File: src/rtl/wb_uart_rx_pkg.sv
// Shared UART definitions: receiver state encoding, frame geometry and
// oversampling counter sizing. Also intended for the matching TX stage.
package uart_pkg;

   localparam int UART_DATA_BITS = 8;

   typedef enum logic [2:0] {
      IDLE,
      START,
      DATA,
      STOP,
      WAIT_HIGH
   } rx_state_e;

   // Width of a counter that runs 0 .. ticks-1.
   function automatic int cnt_width(input int ticks);
      return (ticks > 1) ? $clog2(ticks) : 1;
   endfunction

endpackage

File: src/rtl/wb_uart_rx_if.sv
// Byte output side of the UART receiver: strobe/ack byte handoff plus error pulses.
interface wb_uart_rx_if;
   import uart_pkg::*;

   logic [UART_DATA_BITS-1:0] wb_dat_o;
   logic                      wb_stb_o;
   logic                      wb_ack_i;
   logic                      err_frame_o;
   logic                      err_overrun_o;

   modport master (
      output wb_dat_o, wb_stb_o, err_frame_o, err_overrun_o,
      input  wb_ack_i
   );

   modport slave (
      input  wb_dat_o, wb_stb_o, err_frame_o, err_overrun_o,
      output wb_ack_i
   );
endinterface

File: src/rtl/uart_sync_2ff.sv
// Two-flop synchronizer for a single asynchronous input, with a selectable
// reset value so an idle-high line does not look like activity after reset.
module uart_sync_2ff #(
   parameter logic RESET_VAL = 1'b1
) (
   input  logic i_clk,
   input  logic i_rst_n,
   input  logic i_d,
   output logic o_q
);
   logic r_meta;
   logic r_sync;

   // NOTE: non-blocking assignments make r_sync take the old r_meta, giving two real stages.
   always_ff @(posedge i_clk or negedge i_rst_n) begin
      if (!i_rst_n) begin
         r_meta <= RESET_VAL;
         r_sync <= RESET_VAL;
      end else begin
         r_meta <= i_d;
         r_sync <= r_meta;
      end
   end

   assign o_q = r_sync;
endmodule

File: src/rtl/wb_uart_rx.sv
// 8N1 UART receiver: oversampled frame recovery, strobe/ack byte output,
// framing-error and overrun pulses.
module wb_uart_rx
   import uart_pkg::*;
#(
   parameter int TICKS_PER_BAUD = 8,
   parameter bit DATA_INVERT    = 1'b1
) (
   input  logic             wb_clk_i,
   input  logic             wb_rst_ni,
   input  logic             uart_rx,
   wb_uart_rx_if.master     bus
);
   localparam int CW = cnt_width(TICKS_PER_BAUD);
   localparam int BW = $clog2(UART_DATA_BITS);
   localparam logic [CW-1:0] C_HALF = CW'(TICKS_PER_BAUD / 2 - 1);
   localparam logic [CW-1:0] C_LAST = CW'(TICKS_PER_BAUD - 1);
   localparam logic [BW-1:0] B_LAST = BW'(UART_DATA_BITS - 1);

   rx_state_e                 r_state;
   rx_state_e                 w_next;
   logic [CW-1:0]             r_cnt;
   logic [BW-1:0]             r_bit_idx;
   logic [UART_DATA_BITS-1:0] r_shift;
   logic [UART_DATA_BITS-1:0] r_dat;
   logic                      r_stb;
   logic                      r_err_frame;
   logic                      r_err_ovr;

   logic w_rx_s;
   logic w_cnt_clr;
   logic w_cnt_inc;
   logic w_shift_en;
   logic w_byte_done;
   logic w_frame_err;

   uart_sync_2ff #(.RESET_VAL(1'b1)) u_sync (
      .i_clk   (wb_clk_i),
      .i_rst_n (wb_rst_ni),
      .i_d     (uart_rx),
      .o_q     (w_rx_s)
   );

   always_ff @(posedge wb_clk_i or negedge wb_rst_ni) begin
      if (!wb_rst_ni) r_state <= IDLE;
      else            r_state <= w_next;
   end

   always_comb begin
      w_next = r_state;
      unique case (r_state)
         IDLE:      if (!w_rx_s) w_next = START;
         START:     if (r_cnt == C_HALF) w_next = w_rx_s ? IDLE : DATA;
         DATA:      if (r_cnt == C_LAST && r_bit_idx == B_LAST) w_next = STOP;
         STOP:      if (r_cnt == C_LAST) w_next = w_rx_s ? IDLE : WAIT_HIGH;
         WAIT_HIGH: if (w_rx_s) w_next = IDLE;
         default:   w_next = IDLE;
      endcase
   end

   // NOTE: every output gets a default before the case, so no path leaves one unassigned (no latch).
   always_comb begin
      w_cnt_clr   = 1'b0;
      w_cnt_inc   = 1'b0;
      w_shift_en  = 1'b0;
      w_byte_done = 1'b0;
      w_frame_err = 1'b0;
      unique case (r_state)
         START: begin
            w_cnt_clr = (r_cnt == C_HALF);
            w_cnt_inc = (r_cnt != C_HALF);
         end
         DATA: begin
            w_shift_en = (r_cnt == C_LAST);
            w_cnt_clr  = (r_cnt == C_LAST);
            w_cnt_inc  = (r_cnt != C_LAST);
         end
         STOP: begin
            w_cnt_clr   = (r_cnt == C_LAST);
            w_cnt_inc   = (r_cnt != C_LAST);
            w_byte_done = (r_cnt == C_LAST) &&  w_rx_s;
            w_frame_err = (r_cnt == C_LAST) && !w_rx_s;
         end
         default: w_cnt_clr = 1'b1;
      endcase
   end

   always_ff @(posedge wb_clk_i or negedge wb_rst_ni) begin
      if (!wb_rst_ni) begin
         r_cnt       <= '0;
         r_bit_idx   <= '0;
         r_shift     <= '0;
         r_dat       <= '0;
         r_stb       <= 1'b0;
         r_err_frame <= 1'b0;
         r_err_ovr   <= 1'b0;
      end else begin
         if (w_cnt_clr)      r_cnt <= '0;
         else if (w_cnt_inc) r_cnt <= r_cnt + 1'b1;

         if (r_state != DATA) r_bit_idx <= '0;
         else if (w_shift_en) r_bit_idx <= r_bit_idx + 1'b1;

         if (w_shift_en) r_shift <= {w_rx_s ^ DATA_INVERT, r_shift[UART_DATA_BITS-1:1]};

         r_err_frame <= w_frame_err;
         r_err_ovr   <= w_byte_done && r_stb && !bus.wb_ack_i;

         // An ack in the completion cycle frees the slot for the new byte.
         if (w_byte_done) begin
            if (!r_stb || bus.wb_ack_i) begin
               r_dat <= r_shift;
               r_stb <= 1'b1;
            end
         end else if (r_stb && bus.wb_ack_i) begin
            r_stb <= 1'b0;
         end
      end
   end

   assign bus.wb_dat_o      = r_dat;
   assign bus.wb_stb_o      = r_stb;
   assign bus.err_frame_o   = r_err_frame;
   assign bus.err_overrun_o = r_err_ovr;
endmodule

File: src/flat_wrapper.sv
// flat-port wrapper written by rule: the top's interface ports become plain ports
module wb_uart_rx_flat import uart_pkg::*;
#(
   parameter int TICKS_PER_BAUD = 8,
   parameter bit DATA_INVERT    = 1'b1
)
  (wb_clk_i, wb_rst_ni, uart_rx, bus_wb_dat_o, bus_wb_stb_o, bus_err_frame_o, bus_err_overrun_o, bus_wb_ack_i);
  wb_uart_rx_if bus_i ();
  input  logic wb_clk_i;
  input  logic wb_rst_ni;
  input  logic uart_rx;
  output wire logic [$bits(bus_i.wb_dat_o)-1:0] bus_wb_dat_o;
  output wire logic [$bits(bus_i.wb_stb_o)-1:0] bus_wb_stb_o;
  output wire logic [$bits(bus_i.err_frame_o)-1:0] bus_err_frame_o;
  output wire logic [$bits(bus_i.err_overrun_o)-1:0] bus_err_overrun_o;
  input wire logic [$bits(bus_i.wb_ack_i)-1:0] bus_wb_ack_i;
  assign bus_wb_dat_o = bus_i.wb_dat_o;
  assign bus_wb_stb_o = bus_i.wb_stb_o;
  assign bus_err_frame_o = bus_i.err_frame_o;
  assign bus_err_overrun_o = bus_i.err_overrun_o;
  assign bus_i.wb_ack_i = bus_wb_ack_i;
  wb_uart_rx #(.TICKS_PER_BAUD(TICKS_PER_BAUD), .DATA_INVERT(DATA_INVERT)) u_core (.wb_clk_i(wb_clk_i), .wb_rst_ni(wb_rst_ni), .uart_rx(uart_rx), .bus(bus_i));
endmodule
File: config.mk
export PLATFORM = sky130hd
export DESIGN_NAME = wb_uart_rx_flat
export DESIGN_NICKNAME = d
export VERILOG_FILES = /design/src/rtl/wb_uart_rx_pkg.sv /design/src/rtl/wb_uart_rx_if.sv /design/src/rtl/uart_sync_2ff.sv /design/src/rtl/wb_uart_rx.sv /design/src/flat_wrapper.sv
export SDC_FILE = /design/constraint.sdc
export NUM_CORES = 1
export LEC_CHECK = 0
export ABC_AREA = 1
export CAP_MARGIN = 20
export CORE_MARGIN = 5
export CORE_UTILIZATION = 50
export CTS_CLUSTER_SIZE = 8
export DETAILED_ROUTE_END_ITERATION = 6
export HOLD_SLACK_MARGIN = 0.02
export PLACE_DENSITY = 0.82
export SLEW_MARGIN = 20
export SYNTH_ARGS = -nofsm -noshare
export SYNTH_HDL_FRONTEND = slang
export SYNTH_SLANG_ARGS = --single-unit
File: constraint.sdc
create_clock -name wb_clk_i -period 3.65 [get_ports wb_clk_i]
set_clock_uncertainty 0.05 [all_clocks]
set_input_delay 0.73 -clock wb_clk_i [delete_from_list [all_inputs] [get_ports wb_clk_i]]
set_output_delay 0.73 -clock wb_clk_i [all_outputs]
set_load 0.005 [all_outputs]
==> results of run 1 <==
## stage by stage
step,hold slack (ns),util,instance area [µm²]
floorplan,0.2952,-,1333
global placement,0.2959,0.5928,1495
detailed placement,0.2990,0.5928,1495
CTS,0.3122,0.6131,1546
global route,0.3160,0.6131,1546
finish,0.3117,0.6131,1546
## layout by cell type, fill, tap and decap left out
master           count
nand4_1              1
dfrtp_1             28
inv_2                1
clkbuf_1             1
nand2_1             38
nor3_1               1
o21ai_2              7
dfstp_2              2
clkbuf_4             5
a21oi_1              2
buf_4                1
ha_1                 5
nand2_2              2
nor3_2               1
inv_1               18
clkdlybuf4s50_1     14
nor2_1              11
o21bai_1             1
o21ai_0             12
nand3_1             12
clkinv_2             2
nor4_1               1
## power by group
group / switching, mW / leakage [nW] / internal, mW
registers: 0.0527 / 0.394 / 0.416
clock network: 0.117 / 0.0320 / 0.0733
logic: 0.206 / 0.336 / 0.137
## layout make-up
cell class / count / area, µm² / area share
clock buffers: 6 / 41.29 / 0.02670
multi-input cells: 94 / 485.5 / 0.3139
repair buffers: 15 / 147.6 / 0.09547
clock inverters: 2 / 10.01 / 0.006473
well taps: 30 / 37.54 / 0.02427
inverters: 19 / 71.32 / 0.04612
flip-flops and latches: 30 / 753.2 / 0.4871
## state kept, by name, indices dropped and copies added, names as in the netlist
signal                    count
u_core.u_sync.o_q             1
u_core.r_shift                8
u_core.r_state                3
u_core.bus.err_overrun_o      1
u_core.r_cnt                  3
u_core.r_bit_idx              3
u_core.bus.wb_stb_o           1
u_core.u_sync.r_meta          1
u_core.bus.wb_dat_o           8
u_core.bus.err_frame_o        1
## per-layer routing
metal / GRT usage / part of all wire / vias to the layer above
met3: 0.06289 / 0.054 / 8
li1: - / - / 503
met4: 0.09394 / 0.028 / 0
met1: 0.1989 / 0.45 / 461
met2: 0.2616 / 0.47 / 27
met5: 0 / 0 / -
## synthesized netlist by cell type, drive strengths merged
cell type and count:
a21oi 2, buf 2, dfrtp 28, dfstp 2
ha 5, inv 19, nand2 40, nand3 12
nand4 1, nor2 11, nor3 2, nor4 1
o21ai 19, o21bai 1
## kinds of logic after synthesis
logic type                 share of synthesized area
buffers and inverters                        0.07042
DFF                                           0.5653
adders and majority gates                    0.04695
AOI/OAI and AO/OA                             0.1042
and+or+nand+nor                               0.2132
## how the worst max path moves through the flow
stage	startpoint	end	cells after the start
6_report	u_core.bus.wb_dat_o[6]	bus_wb_dat_o[6]	1
5_1_grt	u_core.bus.wb_dat_o[0]	bus_wb_dat_o[0]	1
3_5_place_dp	bus_wb_ack_i	u_core.bus.wb_dat_o[6]	6
4_1_cts	u_core.bus.wb_dat_o[0]	bus_wb_dat_o[0]	1
2_1_floorplan	u_core.r_cnt[0]	u_core.bus.wb_dat_o[6]	8
3_3_place_gp	bus_wb_ack_i	u_core.bus.wb_dat_o[7]	6
==> impl_metrics.yaml, run 1 <==
status:
  outcome: "complete, no violations"
pwr:
  p_per_area_nw_per_um2: 647.3
  p_leak_nw: 0.7621
  power_mw: 1.001
  peakVddDrop_mv: 0.3627
finish:
  final_cells: 196
  layout-drive-gt1-share: 0.1265
  nets: 174
  syn_to_final_growth_pct: 16.06
  nFillCells: 217
  diodes: 0
global_routing:
  gr-total-overflow: 0
  grt_max_degree: 31
  grt_pass1_vias: 1028
  antenna_found_initial: 0
  grt_pass1_wl_um: 4471
  grt_usage: 0.1678
timing:
  tightestPinTransition_ns: 0.3657
  rsz0062_at_grt: "false"
  final_hold_viol_count: 0
  maxClockFrequency_mhz: 502.2
  setup_violations: 0
  period_share: 0.5456
  layout_min_cycle_time_ns: 1.991
  finalMaxSlewViolations: 0
  maxSlewHeadroom: 0.7562
  fin_tns_setup_ns: 0
  fin_ws_ns: 1.659
route:
  drcViolationCount: 0
  drtIter0Drc: 29
  drtPass1Iterations: 4
  finalWirelength_um: 2477
  ant_nets: 0
  via_per_inst: 5.097
  wl_per_cell_um: 12.64
  vias: 999
worst_hold_path:
  min_from: "u_core.u_sync.r_meta"
  hold_depth: 0
  min_path_type: "reg -> reg"
  whs_endpoint: "u_core.u_sync.o_q"
worst_setup_path:
  cp.arrival_ns: 1.21
  reg2reg_to: "u_core.bus.wb_dat_o[6]"
  crit_path_top_delay_cell: "clkdlybuf4s50_1"
  cp_num_buf_inv: 1
  endpoint_kind: "output pin"
  max_stage_delay_ns: 0.51
  cp.required_ns: 2.87
  path_class: "reg -> out"
  worstPathMaxFanout: 2
  crit_path_start_kind: "register"
  crit_path_cell_trace: "clkdlybuf4s50_1"
  crit_family: "buffers and inverters"
  rr_worst_depth: 7
  r2r-start: "u_core.r_cnt[0]"
  ff2ff_setup_slack_ns: 1.75
synthesis:
  synth_top_area_cell: "dfrtp_1"
  synthTopCellsByArea: "dfrtp_1 (53%), nand2_1 (11%), inv_1 (5.1%)"
  syn-cell-area_um2: 1333
  yosys_warnings: 0
  synth_seq_cells: 30
  ys_seq_area_frac: 0.5653
  yosysUniqueCellTypes: 18
  syn_area_per_cell_um2: 9.190
  synth_top_area_share: 0.5258
  netlist_instances: 145
  synthesis.nets: 154
clock_network:
  cts_tree: "built"
  numCtsBuffers: 5
  cts-resized-gates: 0
  clock-sinks: 30
  cts_setup_buffers: 0
  cts-hold-fix-buffers: 0
  insertion_delay_ns: 0.33
  cts-root-buf: "clkbuf_4"
  cts_max_path_buffers: 2
  cts_htree_levels: 2
  clk_pin_slew_ns: 0.10
placed_design:
  dp_hpwl_um: 1741
  dp_slack_ns: 1.675
  portBuffers: 14
  routabilityCongestion: 0.7699
  dp_cells: 188
die:
  die_h_um: 61.63
  dieArea_um2: 3798
  initial_core_util: 0.5283
  die_w_um: 61.63
  rows: 18
  ios: 15
  fp.coreArea_um2: 2522
job:
  cap_violations: 0
(Power assumes the default switching activity.)
==> inputs of run 2 (changes only) <==
Settings changed: CORE_UTILIZATION 50 to 49, PLACE_DENSITY 0.82 to 0.84.
Clock period 3.65 ns to 1.8 ns, I/O delays scaled along.
==> run 2 against run 1 <==
  * Clock power increased by 120%
  * First-iteration DRC count grew to 2.9 times the previous value
  * Total power increased by 110%
  * Global-route usage decreased by 3.2 points
  * Cell area is 2.4% higher
  * Die area up 1.7%
  * Sequential power up 100%
  * Critical path type is now reg -> reg
  * Highest routed layer unchanged
==> impl_metrics.yaml, run 2 (synthesized netlist as in run 1, its figures left out) <==
die:
  die_w_um: 62.15
  rows: 19
  fp.coreArea_um2: 2686
  dieArea_um2: 3863
  initial_core_util: 0.4960
  ios: 15
  die_h_um: 62.15
clock_network:
  cts_htree_levels: 2
  numCtsBuffers: 5
  cts-hold-fix-buffers: 0
  clock-sinks: 30
  cts_max_path_buffers: 2
  cts_tree: "built"
  insertion_delay_ns: 0.32
  clk_pin_slew_ns: 0.09
  cts-root-buf: "clkbuf_4"
timing:
  layout_min_cycle_time_ns: 1.643
  period_share: 0.9129
  maxClockFrequency_mhz: 608.5
  holdWs_ns: 0.3146
  final_hold_viol_count: 0
  maxSlewHeadroom: 0.7521
  tightestPinTransition_ns: 0.3719
  fin_tns_setup_ns: 0
  fin_ws_ns: 0.1567
  rsz0062_at_grt: "false"
  setup_violations: 0
  finalMaxSlewViolations: 0
placed_design:
  dp_slack_ns: 0.07927
  routabilityCongestion: 0.8985
  dp_hpwl_um: 1729
  portBuffers: 14
route:
  drtPass1Iterations: 4
  via_per_inst: 5.197
  drcViolationCount: 0
  wl_per_cell_um: 11.98
  drtIter0Drc: 84
  ant_nets: 0
  finalWirelength_um: 2373
  vias: 1029
finish:
  diodes: 0
  nets: 175
  seqCellArea_um2: 753.2
  syn_to_final_growth_pct: 18.87
  mostFrequentLayoutCell: "nand2_1"
  layout-drive-gt1-share: 0.1497
  nFillCells: 226
  multi_input_area_um2: 501.7
  mostFrequentLayoutCells: "nand2_1 (37), dfrtp_1 (28), inv_1 (18)"
worst_setup_path:
  crit_path_start_kind: "register"
  endpoint_kind: "register"
  cp.required_ns: 1.96
  path_class: "reg -> reg"
  cp.arrival_ns: 1.80
  worstPathMaxFanout: 16
status:
  outcome: "complete, no violations"
global_routing:
  gr-total-overflow: 0
  grt_pass1_wl_um: 4264
  grt_pass1_vias: 1019
  grt_usage: 0.1357
  grt_max_degree: 31
  antenna_found_initial: 0
pwr:
  p_per_area_nw_per_um2: 1316
  p_leak_nw: 0.7719
  peakVddDrop_mv: 0.8263
worst_hold_path:
  min_path_type: "reg -> reg"
job:
  cap_violations: 0
run 2: metrics by stage:
| step | power [mW] | util | cells | cell area [µm²] |
|---|---|---|---|---|
| 6_report | 2.085 | 0.5897 | 198 | 1584 |
| 5_1_grt | 2.261 | 0.5897 | 198 | 1584 |
| 4_1_cts | 2.092 | 0.5836 | 198 | 1568 |
| 3_5_place_dp | 1.670 | 0.5599 | 190 | 1504 |
| 3_3_place_gp | 1.619 | 0.5599 | 190 | 1504 |
| 2_1_floorplan | 1.441 | - | 145 | 1333 |
run 2: final cells by class:
| type | instances | area share |
|---|---|---|
| clock buffer | 6 | 0.03239 |
| clock inverter | 2 | 0.007899 |
| inverter | 19 | 0.04502 |
| multi-input combinational | 94 | 0.3167 |
| sequential | 30 | 0.4755 |
| tap | 31 | 0.02449 |
| timing repair buffer | 16 | 0.09795 |
run 2: path summary, 6_finish.rpt:
check | from | end | slack [ns] | cells after the start
setup / recovery | u_core.r_cnt[0] | u_core.bus.wb_dat_o[6] | 0.16 | 7
hold / removal | u_core.u_sync.r_meta | u_core.u_sync.o_q | 0.31 | 0
setup reg to reg | u_core.r_cnt[0] | u_core.bus.wb_dat_o[6] | 0.16 | 7
hold reg to reg | u_core.u_sync.r_meta | u_core.u_sync.o_q | 0.31 | 0
max in group asynchronous | wb_rst_ni | u_core.u_sync.r_meta | 1.02 | 2
min in group asynchronous | wb_rst_ni | u_core.bus.wb_dat_o[5] | 0.36 | 2
run 2: power by group:
part	internal [mW]	switching [mW]	total, mW	leakage (nW)
sequential	0.843	0.110	0.953	0.394
clock	0.188	0.222	0.409	0.0343
combinational	0.293	0.430	0.723	0.343
run 2: timing repair:
action / 4_1_cts / 5_1_grt
resized for setup: 0 / 4
setup buffers: 0 / 0
endpoints found under the hold margin: 0 / 0
endpoints found under the setup margin: 0 / 9
run 2: worst max-delay path: stages (launching register included):
cell and delay (ns):
dfrtp_1 0.40, ha_2 0.23, ha_1 0.19, nand2_1 0.12, nor3_4 0.23, nand2_4 0.16, nand2_1 0.11, o21ai_2 0.05
run 2: layer usage:
layer,vias up,global-route usage,wire (µm)
met3,5,0.05225,126
li1,510,-,-
met5,-,0,0
met4,0,0.06233,30
met1,489,0.1497,985
met2,25,0.2280,1230
